--- src/rtl/mant_add_arbiter.sv ---
// Two-requester arbiter sharing one W-bit parallel-prefix mantissa adder, with a one-entry result register.
// Define MANT_ADD_ARB_RR_EN for round-robin tie breaking; otherwise requester 0 always wins ties.

module mant_tree_adder #(
  parameter int W = 25
) (
  input  logic [W-1:0] a,
  input  logic [W-1:0] b,
  input  logic         cin,
  output logic [W-1:0] sum,
  output logic         cout
);

  logic [W-1:0] p0;
  logic [W-1:0] gk;
  logic [W-1:0] pk;
  logic [W-1:0] gn;
  logic [W-1:0] pn;
  logic [W:0]   carry;

  // Kogge-Stone prefix: after the last level gk/pk hold the group terms over bits [i:0]
  always_comb begin
    p0 = a ^ b;
    gk = a & b;
    pk = a ^ b;
    gn = '0;
    pn = '0;
    for (int d = 1; d < W; d = d * 2) begin
      gn = gk;
      pn = pk;
      for (int i = d; i < W; i++) begin
        gn[i] = gk[i] | (pk[i] & gk[i-d]);
        pn[i] = pk[i] & pk[i-d];
      end
      gk = gn;
      pk = pn;
    end
    carry[0] = cin;
    for (int i = 0; i < W; i++) begin
      carry[i+1] = gk[i] | (pk[i] & cin);
    end
  end

  assign sum  = p0 ^ carry[W-1:0];
  assign cout = carry[W];

endmodule

module mant_add_arbiter #(
  parameter int W = 25
) (
  input  logic         clk,
  input  logic         rst_n,
  input  logic         req0_valid,
  input  logic [W-1:0] req0_a,
  input  logic [W-1:0] req0_b,
  input  logic         req0_cin,
  input  logic         req0_sub,
  output logic         req0_ready,
  input  logic         req1_valid,
  input  logic [W-1:0] req1_a,
  input  logic [W-1:0] req1_b,
  input  logic         req1_cin,
  input  logic         req1_sub,
  output logic         req1_ready,
  output logic         res_valid,
  output logic         res_id,
  output logic [W-1:0] res_sum,
  output logic         res_cout,
  input  logic         res_ready
);

  localparam logic [0:0] EMPTY = 1'b0;
  localparam logic [0:0] FULL  = 1'b1;

  logic [0:0]   state;
  logic         free;
  logic         grant0;
  logic         grant1;
  logic         grant;
  logic [W-1:0] sel_a;
  logic [W-1:0] sel_b;
  logic         sel_cin;
  logic         sel_sub;
  logic [W-1:0] add_b;
  logic         add_cin;
  logic [W-1:0] add_sum;
  logic         add_cout;

`ifdef MANT_ADD_ARB_RR_EN
  logic last_grant;
`endif

  assign free = (state == EMPTY) | (res_ready & (state == FULL));

  // Gating with rst_n keeps both readies low while reset is held
  always_comb begin
    grant0 = 1'b0;
    grant1 = 1'b0;
    if (free && rst_n) begin
`ifdef MANT_ADD_ARB_RR_EN
      if (req0_valid && req1_valid) begin
        grant0 = last_grant;
        grant1 = ~last_grant;
      end else begin
        grant0 = req0_valid;
        grant1 = req1_valid;
      end
`else
      grant0 = req0_valid;
      grant1 = req1_valid & ~req0_valid;
`endif
    end
  end

  assign grant      = grant0 | grant1;
  assign req0_ready = grant0;
  assign req1_ready = grant1;
  assign res_valid  = (state == FULL);

  assign sel_a   = grant1 ? req1_a   : req0_a;
  assign sel_b   = grant1 ? req1_b   : req0_b;
  assign sel_cin = grant1 ? req1_cin : req0_cin;
  assign sel_sub = grant1 ? req1_sub : req0_sub;

  // Subtraction is a + ~b + 1, so the requester's carry-in is dropped
  assign add_b   = sel_sub ? ~sel_b : sel_b;
  assign add_cin = sel_sub ? 1'b1   : sel_cin;

  mant_tree_adder #(.W(W)) u_adder (
    .a    (sel_a),
    .b    (add_b),
    .cin  (add_cin),
    .sum  (add_sum),
    .cout (add_cout)
  );

  always_ff @(posedge clk or negedge rst_n) begin
    if (!rst_n) begin
      state    <= EMPTY;
      res_id   <= 1'b0;
      res_sum  <= '0;
      res_cout <= 1'b0;
    end else if (grant) begin
      state    <= FULL;
      res_id   <= grant1;
      res_sum  <= add_sum;
      res_cout <= add_cout;
    end else if (res_ready) begin
      state    <= EMPTY;
    end
  end

`ifdef MANT_ADD_ARB_RR_EN
  always_ff @(posedge clk or negedge rst_n) begin
    if (!rst_n) begin
      last_grant <= 1'b0;
    end else if (grant) begin
      last_grant <= grant1;
    end
  end
`endif

endmodule

--- config.mk ---
export PLATFORM = sky130hd
export DESIGN_NAME = mant_add_arbiter
export DESIGN_NICKNAME = d
export VERILOG_FILES = /design/src/rtl/mant_add_arbiter.sv
export SDC_FILE = /design/constraint.sdc
export NUM_CORES = 1
export LEC_CHECK = 0
export CORE_UTILIZATION = 48
export DETAILED_ROUTE_END_ITERATION = 10
export PLACE_DENSITY = 0.88
export SETUP_SLACK_MARGIN = 0.5
export SLEW_MARGIN = 40
export SYNTH_ARGS = -nofsm -noshare
export SYNTH_HDL_FRONTEND = slang
export SYNTH_SLANG_ARGS = --single-unit
--- constraint.sdc ---
create_clock -name clk -period 6.8 [get_ports clk]
set_input_delay 1.36 -clock clk [delete_from_list [all_inputs] [get_ports clk]]
set_output_delay 1.36 -clock clk [all_outputs]
set_load 0.01 [all_outputs]
==> out/results.ini, run 1 <==
[yosys]
synth-seq-cells=28
synthDistinctLibCells=60
synth_area_leaders=dfrtp_1, nand2_1, ha_1
yosys.area.top_type=dfrtp_1
syn_area_um2=3390
async_flop_share_pct=100
synth_warnings=0
synth.avg_cell_area_um2=7.65
synth-edff-count=0
synth_top_flop_cell=dfrtp_1
syn_inst=443
yosys.area.top_type_share_pct=20.7
synth.yosys.seq_area_share_pct=20.7
postSynthNetCount=578

[clock_tree]
clk-insertion-delay-late_ps=280
cts_hold_buffers=0
cts.path.max_buffers=2
ctsResizeCount=0
cts-buffers-inserted=3
master_cell_of_the_clock_root_buffer=clkbuf_8
tritoncts_clock_tree=built
cts_sinks=28
post_cts_buffers=0
clkTransAtPathRegs_ps=90
ctsHtreeMaxLevel=1

[place]
detailed_place_hpwl_um=8120
numPortBuffers=138
globalplace.congestion=0.972

[die]
die_area_um2=7400
fp.dieW_um=86
rows=30
boundaryPins=139
die_height_um=86
core_region_area_um2=6790
initial_utilization_pct=49.9

[grt]
first_pass_grt_wire_length_um=16100
grt_overall_usage_pct=27.2
grt_pass1_vias=3422
grt_antenna_before_repair=0
globalRouteOverflowTotal=0
largest_net_degree_at_the_start_of_global_routing=52

[worst_setup_path]
worst_path_max_delay_cell=buf_4
ff2ff_setup_slack_ps=2390
timing.setup.critical_path_class=in -> reg
critical_path_peak_fanout=51
timing.critical_path.to_type=flop
crit_required_ps=7020
crit_chain=clkdlybuf4s50_1 -> nand2b_1 -> and2_1 -> nand2_2 -> inv_2 -> buf_4 -> mux2i_1 -> xor2_1 -> ha_1 -> a21o_1 -> a31oi_1 -> o221a_2 -> o221ai_1 -> nor4_1 -> nand3b_1
crit_path_start_kind=input pin
cp.arrival_ps=5810
slowest_delay_ps=530

[power_and_ir_drop]
cellPowerDensity_nw_per_um2=204
power.share.clock_pct=10.4
power.static_leakage_nw=2.18
net-switching-power_mw=0.403
irDropWorstVdd_mv=0.105
power.share.switching_pct=40.5
seq_power_share_pct=26.2
power_frac_comb_pct=63.5
cellInternalPower_mw=0.592

[route]
avgRoutedWirePerCell_um=14.8
detailedRoute.firstPassIterationCount=4
detail_route.vias_per_cell=5.49
dr_total_vias=3620
drtIter0Drc=201
drc=0
final_antenna_net_count=0
wl_um=9790

[timing]
slew-limit-headroom_pct=59.4
fin_skew_ps=3.51
final_max_slew_viol_count=0
max_clock_freq_ghz=0.179
final_hold_viol_count=0
worstMarginPinSlew_ps=610
timing.final.setup_violations=0
grt_setup_unrepaired=no
portion_of_the_clock_cycle_consumed_by_the_worst_path_in_the_final_layout_pct=82.2
setup_total_negative_slack_ps=0
final_period_minus_worst_setup_slack_ps=5590
hold-worst-slack_ps=485

[finish]
register_area_um2=701
mostFrequentLayoutCells=clkdlybuf4s50_1, nand2_1, xor2_1, dfrtp_1, mux2i_1
syn_to_final_growth_pct=44.1
multi_input_area_um2=2540
final_common_cell=clkdlybuf4s50_1
layout-drive-gt1-share_pct=4.62
fill_cells=559
insertedDiodeCount=0
finalNetCount=699

[outcome]
outcome=finished, final reports clean

[job]
cap_violations=0

[min_path]
hold_path.class=reg -> reg

[flip-flops by register name (all words and copies together) (netlist names)]
name / count
res_sum: 25
res_cout: 1
res_id: 1
res_valid: 1
[logic make-up after synthesis]
logic type | Yosys count | share of synthesized area, %
simple gates | 186 | 24.8
compound gates | 99 | 21.5
xor+xnor | 39 | 10.1
buf+inv | 37 | 4.54
mux | 28 | 8.64
flops | 28 | 20.7
fa+ha+maj | 26 | 9.83
[metrics by stage]
| step | worst slack, ps | cell area [µm²] | util (%) | total power [mW] | instances |
|---|---|---|---|---|---|
| 6_report | 1210 | 4880 | 71.8 | 0.995 | 659 |
| 2_1_floorplan | 2250 | 3390 | - | 0.610 | 443 |
| 3_3_place_gp | 1160 | 4810 | 70.8 | 0.865 | 654 |
| 4_1_cts | 1270 | 4870 | 71.7 | 0.988 | 658 |
| 3_5_place_dp | 992 | 4810 | 70.8 | 0.886 | 654 |
| 5_1_grt | 906 | 4880 | 71.8 | 1.07 | 659 |
[per-layer routing]
metal  track usage (%)  part of all wire, %  up-vias
li1                  -                    -     1804
met1              35.9                   43     1657
met2              46.9                   47      142
met3              3.37                  6.5       17
met4              6.82                  2.9        0
met5                 0                    0        -
[area by class of cell]
cell class / instances / share of cell area [%]
clock buffer: 4 / 1.13
inverter: 10 / 0.769
multi-input combinational: 378 / 52.1
sequential: 28 / 14.4
tap: 96 / 2.46
timing repair buffer: 143 / 29.2
[synth_stat cells, types with 3 or more instances]
cell        n
nand2b_1    4
a31oi_1     4
xor2_1     35
o21ai_0    19
a21oi_1    21
nand4_1    12
and2_1      5
a21o_1     17
o21ai_1     7
clkbuf_1   17
inv_1       9
a221o_1     3
nand2_1   114
and3_1      5
dfrtp_1    28
mux2i_1    27
buf_2       5
nand3_1     6
o31ai_1     3
nor3b_1     3
nor3_1      3
xnor2_1     4
ha_1       25
nor2_1     21
[worst max-delay path, delay by kind of cell]
kind                     cells  cell delay, ps
XOR/XNOR                     1             170
AO/OA/AOI/OAI                4            1180
buffers and inverters        3            1170
AND/OR/NAND/NOR              5            1260
adder cells (fa/ha/maj)      1             330
multiplexers                 1             290
[final timing paths]
kind	startpoint	end	cells after the start
worst max-delay path	res_ready	res_sum[24]	15
worst min-delay path	res_sum[13]	res_sum[13]	2
worst max register to register	res_valid	res_sum[24]	14
worst min register to register	res_sum[13]	res_sum[13]	2
max in group asynchronous	rst_n	res_sum[2]	2
min in group asynchronous	rst_n	res_sum[21]	2
[power groups by stage]
stage | clock, mW | combinational (mW) | sequential, mW
2_1_floorplan | 0 | 0.323 | 0.287
3_3_place_gp | 0 | 0.603 | 0.262
3_5_place_dp | 0 | 0.621 | 0.265
4_1_cts | 0.103 | 0.624 | 0.261
5_1_grt | 0.113 | 0.685 | 0.267
6_report | 0.103 | 0.631 | 0.260
(Power assumes the default switching activity.)
==> inputs of run 2 (changes only) <==
CORE_UTILIZATION = 44   (was 48)
PLACE_DENSITY = 0.82   (was 0.88)
clock period = 5.2 ns   (was 6.8 ns; I/O delays follow)
==> out/results.ini, run 2 (synthesized netlist as in run 1, its figures left out) <==
[outcome]
outcome=finished, final reports clean  ; unchanged

[die]
initial_utilization_pct=46.2  ; was 49.9%
boundaryPins=139  ; unchanged
die_height_um=89.7  ; was 86 µm
rows=31  ; was 30
fp.dieW_um=89.7  ; was 86 µm
core_region_area_um2=7330  ; was 6790 µm²
die_area_um2=8050  ; was 7400 µm²

[place]
detailed_place_hpwl_um=8090  ; was 8120 µm
globalplace.congestion=0.905  ; was 0.972
placedInstanceArea_um2=4860  ; was 4810 µm²
placed_cells_incl_taps=659  ; was 654
numPortBuffers=138  ; unchanged

[clock_tree]
master_cell_of_the_clock_root_buffer=clkbuf_8  ; unchanged
clkTransAtPathRegs_ps=100  ; was 90 ps
cts.path.max_buffers=2  ; unchanged
clk-insertion-delay-late_ps=280  ; about the same
cts-buffers-inserted=3  ; unchanged
tritoncts_clock_tree=built  ; unchanged
cts_hold_buffers=0  ; unchanged
ctsHtreeMaxLevel=1  ; unchanged
cts_sinks=28  ; unchanged

[worst_setup_path]
ff2ff_setup_slack_ps=1500  ; was 2390 ps
crit_path_start_kind=input pin  ; unchanged
timing.setup.critical_path_class=in -> reg  ; unchanged
cp.arrival_ps=4690  ; was 5810 ps
crit_required_ps=5350  ; was 7020 ps
timing.critical_path.to_type=flop  ; unchanged
critical_path_peak_fanout=12  ; was 51
worst_r2r_startpoint=res_valid  ; unchanged
rr_worst_depth=16  ; was 14
setup.worst_path.end=res_sum[18]  ; was res_sum[24]
worst_reg2reg_endpoint=res_sum[18]  ; was res_sum[24]
source_of_the_critical_timing_path=res_ready  ; unchanged

[power_and_ir_drop]
power_frac_comb_pct=61.9  ; was 63.5%
power.share.switching_pct=39.5  ; was 40.5%
cellInternalPower_mw=0.819  ; was 0.592 mW
seq_power_share_pct=25.1  ; was 26.2%
net-switching-power_mw=0.534  ; was 0.403 mW
power.static_leakage_nw=2.24  ; was 2.18 nW
power.share.clock_pct=12.9  ; was 10.4%
cellPowerDensity_nw_per_um2=269  ; was 204 nW/µm²
irDropWorstVdd_mv=0.129  ; was 0.105 mV

[grt]
grt_overall_usage_pct=24.5  ; was 27.2%
globalRouteOverflowTotal=0  ; unchanged
grt_pass1_vias=3420  ; was 3422
grt_antenna_before_repair=0  ; unchanged
largest_net_degree_at_the_start_of_global_routing=58  ; was 52
first_pass_grt_wire_length_um=16400  ; was 16100 µm

[route]
avgRoutedWirePerCell_um=15.5  ; was 14.8 µm
detailedRoute.firstPassIterationCount=4  ; unchanged
drtIter0Drc=205  ; was 201
wl_um=10300  ; was 9790 µm
drc=0  ; unchanged
dr_total_vias=3671  ; was 3620
detail_route.vias_per_cell=5.50  ; was 5.49
final_antenna_net_count=0  ; unchanged

[finish]
multi_input_area_um2=2560  ; was 2540 µm²
final_design_area_no_fill_um2=5030  ; was 4880 µm²
syn_to_final_growth_pct=48.4  ; was 44.1%
largest_register=res_sum  ; unchanged
finalNetCount=704  ; was 699
mostFrequentLayoutCells=clkdlybuf4s50_1, nand2_1, xor2_1, dfrtp_1, mux2i_1  ; unchanged
layout-drive-gt1-share_pct=5.99  ; was 4.62%
register_area_um2=701  ; unchanged
largest_reg_flops=25  ; unchanged
fin_cells=667  ; was 659
insertedDiodeCount=0  ; unchanged
final_common_cell=clkdlybuf4s50_1  ; unchanged
fill_cells=589  ; was 559

[timing]
fin_skew_ps=2.07  ; was 3.51 ps
hold-worst-slack_ps=485  ; about the same
final_max_slew_viol_count=0  ; unchanged
max_clock_freq_ghz=0.220
setup_total_negative_slack_ps=0  ; unchanged
slew-limit-headroom_pct=66.8  ; was 59.4%
grt_setup_unrepaired=no  ; unchanged
worstMarginPinSlew_ps=498  ; was 610 ps
portion_of_the_clock_cycle_consumed_by_the_worst_path_in_the_final_layout_pct=87.2
final_period_minus_worst_setup_slack_ps=4540
final_hold_viol_count=0  ; unchanged
timing.final.setup_violations=0  ; unchanged

[job]
cap_violations=0  ; unchanged

[min_path]
hold_path.class=reg -> reg  ; unchanged

-- run 2: power groups by stage --
stage / Combinational, mW / Sequential [mW] / Clock (mW)
after floorplan: 0.422 / 0.375 / 0
after global placement: 0.799 / 0.343 / 0
after detailed placement: 0.816 / 0.346 / 0
after CTS: 0.819 / 0.341 / 0.176
after global routing: 0.910 / 0.348 / 0.183
final: 0.838 / 0.340 / 0.175
-- run 2: worst min path at each step --
| stage | from | to | slack (ps) | cells after the start |
|---|---|---|---|---|
| 6_report | res_sum[0] | res_sum[0] | 480 | 2 |
| 5_1_grt | res_sum[18] | res_sum[18] | 530 | 2 |
| 4_1_cts | res_sum[0] | res_sum[0] | 490 | 2 |
| 3_5_place_dp | res_sum[0] | res_sum[0] | 460 | 2 |
| 3_3_place_gp | res_sum[0] | res_sum[0] | 460 | 2 |
| 2_1_floorplan | res_sum[23] | res_sum[23] | 510 | 2 |
-- run 2: per-stage QoR --
| step | total power, mW | util (%) | setup slack, ps |
|---|---|---|---|
| floorplan | 0.797 | - | 974 |
| global placement | 1.14 | 66.3 | 464 |
| detailed placement | 1.16 | 66.3 | 324 |
| CTS | 1.34 | 67.2 | 599 |
| global route | 1.44 | 68.6 | 516 |
| finish | 1.35 | 68.6 | 665 |
-- run 2: final cells by class --
| class | count | share of cell area (%) |
|---|---|---|
| clock inverter | 1 | 0.597 |
| multi-input combinational | 378 | 50.9 |
| timing repair buffer | 148 | 30.5 |
| inverter | 10 | 0.796 |
| clock buffer | 3 | 0.821 |
| sequential | 28 | 13.9 |
| tap | 99 | 2.46 |
-- run 2: timing repair --
action                     4_1_cts  5_1_grt
resized for setup                0        4
buffers inserted                 0        1
setup endpoints to repair        0       13
-- run 2: worst max-delay path, cell delays in order --
cell             delay, ps
clkdlybuf4s50_1        440
nand2b_1               200
and2_2                 230
nand2_2                 80
inv_4                  140
mux2i_4                290
buf_4                  170
clkbuf_16              170
xor2_1                 150
ha_1                   290
and3_2                 270
and2_1                 170
a32oi_2                290
a31oi_4                180
a211oi_2               240
xor2_1                 250
o21ai_1                 80
-- run 2: per-layer routing --
metal	routed length (µm)	GRT usage, %
met5	0	0
met1	4810	35.7
met4	119	5.05
met3	498	1.35
met2	4900	39.9
